===== src/rtl/z80_bus_master.sv =====
// Debug-host Z80 bus master: requests the bus, runs byte SRAM cycles, releases when idle.
// Optional Z80BM_AUTO_INC_EN adds cmd_seq for sequential (pointer + 1) addressing.
module z80_bus_master #(
    parameter int unsigned SYNC_STAGES  = 2,
    parameter int unsigned ACK_TIMEOUT  = 255,
    parameter int unsigned SETUP_CYC    = 1,
    parameter int unsigned STROBE_CYC   = 2,
    parameter int unsigned HOLD_CYC     = 1,
    parameter int unsigned IDLE_RELEASE = 16
) (
    input  logic        clk,
    input  logic        reset,
    input  logic        cmd_valid,
    output logic        cmd_ready,
    input  logic        cmd_we,
    input  logic [15:0] cmd_addr,
    input  logic [7:0]  cmd_wdata,
`ifdef Z80BM_AUTO_INC_EN
    input  logic        cmd_seq,
`endif
    output logic        rsp_valid,
    output logic [7:0]  rsp_rdata,
    output logic        err_timeout,
    output logic        busrq_n,
    input  logic        busak_n,
    output logic        bsrq,
    output logic [15:0] a_out,
    output logic [7:0]  d_out,
    output logic        d_oe,
    input  logic [7:0]  d_in,
    output logic        mreq_n,
    output logic        rd_n,
    output logic        wr_n
);

    typedef enum logic [2:0] {
        StIdle, StReq, StOwn, StSetup, StStrobe, StHold, StRelease
    } state_e;

    state_e                 state_q, state_d;
    logic [15:0]            cnt_q;
    logic [SYNC_STAGES-1:0] sync_q;
    logic [15:0]            addr_q, addr_eff;
    logic [7:0]             wdata_q, rd_q, rdata_q;
    logic                   we_q, rsp_q;
    logic                   ak_lost, in_cycle, owned, lost, accept, req_expire, phase_done;
    logic                   strobe;

    // Synchronised busak_n: 1 means the Z80 has not granted (or has taken back) the bus.
    assign ak_lost = sync_q[SYNC_STAGES-1];

`ifdef Z80BM_AUTO_INC_EN
    logic [15:0] ptr_q;
    assign addr_eff = cmd_seq ? ptr_q + 16'd1 : cmd_addr;

    always_ff @(posedge clk) begin
        if (reset) begin
            ptr_q <= '0;
        end else if (accept) begin
            ptr_q <= addr_eff;
        end
    end
`else
    assign addr_eff = cmd_addr;
`endif

    always_comb begin
        in_cycle   = (state_q == StSetup) || (state_q == StStrobe) || (state_q == StHold);
        owned      = in_cycle || (state_q == StOwn);
        lost       = owned && ak_lost;
        accept     = (state_q == StOwn) && !ak_lost && cmd_valid;
        req_expire = (state_q == StReq) && ak_lost && (cnt_q == 16'(ACK_TIMEOUT - 1));
        phase_done = 1'b0;
        unique case (state_q)
            StSetup:  phase_done = (cnt_q == 16'(SETUP_CYC - 1));
            StStrobe: phase_done = (cnt_q == 16'(STROBE_CYC - 1));
            StHold:   phase_done = (cnt_q == 16'(HOLD_CYC - 1));
            default:  phase_done = 1'b0;
        endcase
    end

    always_ff @(posedge clk) begin
        if (reset) begin
            state_q <= StIdle;
            cnt_q   <= '0;
            sync_q  <= '1;
        end else begin
            state_q <= state_d;
            cnt_q   <= (state_d == state_q) ? cnt_q + 16'd1 : '0;
            sync_q  <= {sync_q[SYNC_STAGES-2:0], busak_n};
        end
    end

    always_comb begin
        state_d = state_q;
        unique case (state_q)
            StIdle:    if (cmd_valid) state_d = StReq;
            StReq: begin
                if (!ak_lost) state_d = StOwn;
                else if (req_expire) state_d = StIdle;
            end
            StOwn: begin
                if (accept) state_d = StSetup;
                else if (cnt_q == 16'(IDLE_RELEASE - 1)) state_d = StRelease;
            end
            StSetup:   if (phase_done) state_d = StStrobe;
            StStrobe:  if (phase_done) state_d = StHold;
            StHold:    if (phase_done) state_d = StOwn;
            StRelease: state_d = StIdle;
            default:   state_d = StIdle;
        endcase
        // Losing the grant aborts whatever is in flight without a response.
        if (lost) state_d = StIdle;
    end

    always_ff @(posedge clk) begin
        if (reset) begin
            addr_q  <= '0;
            wdata_q <= '0;
            we_q    <= 1'b0;
            rd_q    <= '0;
            rdata_q <= '0;
            rsp_q   <= 1'b0;
        end else begin
            if (accept) begin
                addr_q  <= addr_eff;
                wdata_q <= cmd_wdata;
                we_q    <= cmd_we;
            end
            if ((state_q == StStrobe) && phase_done && !we_q) rd_q <= d_in;
            rsp_q <= (state_q == StHold) && (state_d == StOwn);
            if ((state_q == StHold) && (state_d == StOwn) && !we_q) rdata_q <= rd_q;
        end
    end

    always_comb begin
        strobe      = (state_q == StStrobe) && !ak_lost;
        cmd_ready   = ((state_q == StOwn) && !ak_lost) || req_expire;
        err_timeout = req_expire || lost;
        busrq_n     = (state_q == StIdle);
        bsrq        = owned && !ak_lost;
        mreq_n      = !strobe;
        rd_n        = !(strobe && !we_q);
        wr_n        = !(strobe && we_q);
        d_oe        = in_cycle && we_q && !ak_lost;
        a_out       = in_cycle ? addr_q : '0;
        d_out       = (in_cycle && we_q) ? wdata_q : '0;
        rsp_valid   = rsp_q;
        rsp_rdata   = rdata_q;
    end

endmodule


===== config.mk =====
export PLATFORM = sky130hd
export DESIGN_NAME = z80_bus_master
export DESIGN_NICKNAME = d
export VERILOG_FILES = /design/src/rtl/z80_bus_master.sv
export SDC_FILE = /design/constraint.sdc
export NUM_CORES = 1
export LEC_CHECK = 0
export CAP_MARGIN = 20
export CORE_MARGIN = 4
export CORE_UTILIZATION = 30
export DETAILED_ROUTE_END_ITERATION = 8
export PLACE_DENSITY = 0.59
export SLEW_MARGIN = 10
export SYNTH_ARGS = -nofsm -noshare
export SYNTH_HDL_FRONTEND = slang
export SYNTH_SLANG_ARGS = --single-unit
export TNS_END_PERCENT = 20

===== constraint.sdc =====
create_clock -name clk -period 2.12 [get_ports clk]
set_clock_uncertainty 0.1 [all_clocks]
set_input_delay 0.318 -clock clk [delete_from_list [all_inputs] [get_ports clk]]
set_output_delay 0.318 -clock clk [all_outputs]
set_load 0.01 [all_outputs]

; Word level (Yosys, flattened, before mapping)
; Cells that the tools add are included.
[word_totals]
output_inout_bits = 41
input_bits = 37
regBits = 63
wordCells = 63
[op_classes]
add_sub_neg = 1
mux = 13
n_eq_ne = 10
n_reduce_logical = 29
n_bitwise = 1
[ops]
columns = cell, n
row1 = two-way mux 3 bit, 9
row2 = case mux 3 bit (6 select lines), 1
row3 = "adder 16 x 1 -> 16 bit, second input constant", 1
row4 = "equality test 16 x 1 -> 1 bit, second input constant", 1
row5 = "equality test 16 x 4 -> 1 bit, second input constant", 1
row6 = "equality test 16 x 8 -> 1 bit, second input constant", 1
row7 = logical NOT 16 bit, 1
row8 = two-way mux 16 bit, 1
row9 = logical AND 1 bit, 15
row10 = "equality test 3 x 2 -> 1 bit, second input constant", 3
row11 = two-way mux 8 bit, 1
row12 = "equality test 3 bit, second input constant", 2
row13 = logical NOT 1 bit, 5
row14 = logical OR 1 bit, 5
row15 = OR reduction 2 bit, 2
row16 = "equality test 3 x 1 -> 1 bit, second input constant", 1
row17 = equality test 3 bit, 1
row18 = logical NOT 3 bit, 1
row19 = case mux 1 bit (2 select lines), 1
row20 = NOT 1 bit, 1

; Longest topological paths before layout
[logic_depth]
word_depth = 10
mapped_depth = 9
ltp_nobuf = 8

; Worst setup path after synthesis
; OpenSTA, ideal clock, no wires.
[synth_timing]
path_kind = register to register
start = register cnt_q[0]
end = register cnt_q[8]
slack_ps = 166
path_stages_with_launch = 10
period_less_slack_ps = 1954
path_buffers = 1
t_required_ps = 1956
setup_ps = 64
arrival_time_ps = 1790
cell_sequence = dfxtp_1 > inv_1 > ha_1 > and3_1 > and4_1 > or3_1 > a21oi_1 > o21ai_2 > buf_6 > nor2_1
[synth_via]
elab_chain_len = 9
elab_cells_between_ends = 19
classes_between = 1 x add/sub / 4 x eq/ne / 10 x mux / 1 x bitwise / 3 x reduce/logical
[synth_lines]
columns = element, line
row1 = from (decl), 41  ; logic [15:0] cnt_q;
row2 = from (signal assigned), 89  ; cnt_q <= (state_d == state_q) ? cnt_q + 16'd1 : '0;
row3 = equality test 16 x 8 -> 1 bit, 72  ; req_expire = (state_q == StReq) && ak_lost && (cnt_q == 16'(ACK_TIMEOUT - 1));
row4 = logical AND 1 bit, 72
row5 = two-way mux 3 bit, 100  ; else if (req_expire) state_d = StIdle;
row6 = two-way mux 3 bit, 99  ; if (!ak_lost) state_d = StOwn;
row7 = case mux 3 bit (6 select lines), 96  ; unique case (state_q)
row8 = two-way mux 3 bit, 113  ; if (lost) state_d = StIdle;
row9 = equality test 3 bit, 89
row10 = NOT 1 bit (no line), -
row11 = OR reduction 2 bit (no line), -
; Several ways; a longest one is shown, not always the timed one.
; A chain may end at the register's enable or synchronous reset.

; Worst setup path after layout
[layout_timing]
start = register state_q[0]
end = output port wr_n
[layout_via]
elab_chain_len = 4
[layout_lines]
columns = element, line
row1 = from (decl), 40  ; state_e state_q, state_d;
row2 = from (signal assigned), 84  ; state_q <= StIdle;
row3 = from (signal assigned), 88  ; state_q <= state_d;
row4 = equality test 3 bit, 137  ; strobe = (state_q == StStrobe) && !ak_lost;
row5 = logical AND 1 bit, 137
row6 = logical AND 1 bit, 144  ; wr_n = !(strobe && we_q);
row7 = logical NOT 1 bit, 144
row8 = to (decl), 33  ; output logic wr_n
; No other way between the ends.

==> impl_results.md <==
- Synth Instances: 350
- Fin area: roughly 4400 µm²
- Setup_tns: 0 ps
- Worst EP required: around 1700 ps
- First drt pass iteration count: 4
- Fin nets: 497
- CTS root buffer: clkbuf_8
- GRT Max-Usage Layer: met2
- Clk_lat worst skew: between 300 and 400 ps
- Total core area: 9370 µm²
- GR Overflow Total: 0
- Mapped Nets: around 390
- Hold Violations, Final: 0
- RSZ-0062 raised after global routing: true
- Placed inst area: roughly 4100 µm²
- H-tree level count: 3
- Post-CTS setup buffer count: 0
- Die height: between 100 and 150 µm
- Mapped cell area: between 2000 and 3000 µm²
- Initial antenna violation count: 0
- Crit Path Class: reg -> out
- Synth warn: 0
- Setup-failing EPs final: 0
- Maximum clock rate: just under 500 MHz
- Met3 capacity usage during global routing: between 2 and 3%
- Vias in the first global route: between 2k and 3k
- Met2 GRT Util: between 20% and 30%
- Overall die area: 11,400 µm²
- Port-buffer cells: between 70 and 80
- CTS Hold Bufs: 0
- Worst hold path class: reg -> reg
- Worst slew margin: ~66%
- Clk slew on worst S/H paths: 80 ps
- All-Layer GR Usage: 13.4%
- Vias per cell: between 4 and 5
- Flops & latches, synth: 63
- Max-Cap Viols: 0
- Share of post-route cells with drive strength above 1: around 20%
- Routed WL: 7.68 mm
- Site Rows: 35
- Pwr Density: between 600 and 700 nW/µm²
- Initial Util: between 30 and 40%
- CP Capture Type: output port
- Die width: about 110 µm
- I/O pins: 78
- Routed wire per std cell: ~13 µm
- Lkg Pwr: approximately 1.8 nW
- Clock sink count: between 60 and 70
- R2R setup slack: approximately 70 ps
- GRT met1 Usage: approximately 17%
- CP Data Arrival Time: 1640 ps
- Detailed-route via count: around 2.7k
- Global-route wire length before repair: approximately 12 mm
- Final period util: a little over nine tenths
- Startpoint Class: flop
- Layout Cells excl Fill: between 500 and 600
- TritonCTS Buffers: 9
- Post-synthesis sequential area ratio: between 40% and 50%
- Initial drt markers: between 70 and 80
- Avg Synthesized Cell Area: roughly 8.3 µm²
- VDD IR max: 0.328 mV
- Cells after DPL: roughly 580
- Post-detail-place hpwl: around 5.3 mm
- Routed Antenna Nets: 0
- Fillers: 914
- Cell variety after synth: 45
- Crit Path Max Fanout: 11
- Tightest Pin Transition: roughly 500 ps
- Drt drc: 0
- Largest net degree at the start of global routing: 45
- Routability Congestion: approximately 0.76
- Fin crit period: about 2100 ps
- # diodes: 0
- Synth-to-Final Area Change: 51.0%
- CTS tree: yes
- Max Transition Viols Final: 0
- CTS Buffer Depth: 2
- Outcome: finished clean
## flip-flops by register name (all words and copies together) (netlist names)
register	count
addr_q	16
rsp_valid	1
rd_q	8
cnt_q	16
wdata_q	8
rsp_rdata	8
state_q	3
we_q	1
sync_q	2
## what timing repair did
item	4_1_cts	5_1_grt
pin swaps	1	6
setup endpoints to repair	53	48
gates resized for setup	47	26
gates cloned	0	0
## cell families (layout without fill, tap and decap cells)
kind of cell | after synthesis | count (layout) | share of synthesized area (%)
XOR/XNOR | 15 | 15 | 4.50
adder cells (fa/ha/maj) | 4 | 4 | 1.71
flip-flops | 63 | 63 | 43.2
AO/OA/AOI/OAI | 45 | 45 | 8.69
AND/OR/NAND/NOR | 176 | 176 | 31.1
multiplexers | 18 | 18 | 6.38
buffers and inverters | 29 | 140 | 4.45
## critical path, cell delays in order (launching register included)
cell,delay (ps)
dfxtp_4,380
buf_12,150
nor4_4,260
buf_4,160
nand2_1,50
dlygate4sd2_1,300
## metal layers
metal	vias up	share of wire, %
met5	-	0
met1	1267	47
met4	0	1.7
li1	1380	-
met3	9	3.7
met2	48	48
## final timing paths
path              startpoint         to  cells past startpoint
setup / recovery  state_q[0]       wr_n                      5
hold / removal     sync_q[0]  sync_q[1]                      1
setup reg to reg    cnt_q[0]  cnt_q[12]                     10
hold reg to reg    sync_q[0]  sync_q[1]                      1
## power by group
part	internal, mW	leakage [nW]	switching [mW]
Combinational	0.115	1.19	0.0873
Sequential	1.19	0.512	0.00823
Clock	0.798	0.125	0.537
Total	2.10	1.83	0.633
## synth_stat cells
master | instances | area share (%)
xnor2_1 | 6 | 1.8
nor2b_1 | 2 | 0.43
o21ai_0 | 3 | 0.51
or3_1 | 2 | 0.43
and3_1 | 11 | 2.4
nand4_2 | 1 | 0.43
nor4_2 | 2 | 0.86
xor2_1 | 9 | 2.7
and2b_2 | 1 | 0.30
buf_2 | 2 | 0.34
a221oi_1 | 1 | 0.30
a21o_1 | 1 | 0.26
buf_4 | 1 | 0.26
nor4_1 | 2 | 0.43
o21ai_2 | 1 | 0.30
a211oi_1 | 2 | 0.51
nor2_1 | 41 | 5.3
ha_1 | 4 | 1.7
a31oi_1 | 1 | 0.21
mux2_4 | 1 | 0.51
and4_1 | 3 | 0.90
nand4_1 | 4 | 0.86
o21bai_1 | 1 | 0.26
o311ai_0 | 1 | 0.30
nor4_4 | 2 | 1.5
nand2b_1 | 4 | 0.86
a32oi_1 | 1 | 0.30
nand2_1 | 64 | 8.2
inv_1 | 8 | 1.0
a21oi_1 | 32 | 5.5
buf_1 | 1 | 0.13
nor3b_1 | 1 | 0.26
buf_6 | 2 | 0.77
nor3_1 | 5 | 0.86
and2_1 | 18 | 3.9
mux2i_1 | 16 | 5.5
nand3_1 | 7 | 1.2
o31ai_1 | 1 | 0.26
dfxtp_1 | 63 | 43
or2_2 | 2 | 0.43
or2_4 | 1 | 0.30
clkbuf_1 | 15 | 1.9
nor3_2 | 2 | 0.69
mux2_2 | 1 | 0.39
nand4_4 | 1 | 0.73
## layout by cell type (no fill, tap or decap), drive strengths merged, types with 11 or more instances in the layout
master / instances
and3: 11
dlygate4sd2: 21
inv: 12
mux2i: 16
nor2: 41
nand2: 64
clkdlybuf4s50: 46
dfxtp: 63
buf: 41
and2: 18
a21oi: 32
## stage by stage
stage / util, % / power [mW] / setup slack, ps / hold WS, ps
after floorplan: - / 1.30 / 166 / 289
after global placement: 43.9 / 1.42 / -11.8 / 296
after detailed placement: 43.9 / 1.42 / -44.8 / 299
after CTS: 46.4 / 2.76 / -17.8 / 318
after global routing: 47.1 / 2.84 / -33.7 / 328
final: 47.1 / 2.74 / 63.1 / 316
## cell type report
class                   instances  area [µm²]  share of cell area, %
multi-input cells             258        1610                   36.6
flip-flops and latches         63        1270                   28.9
well taps                     129         161                   3.66
clock inverters                 7         125                   2.84
clock buffers                   9         124                   2.81
inverters                       8        30.0                  0.680
repair buffers                116        1080                   24.6
Note: power is estimated with default switching activity, not from simulation.
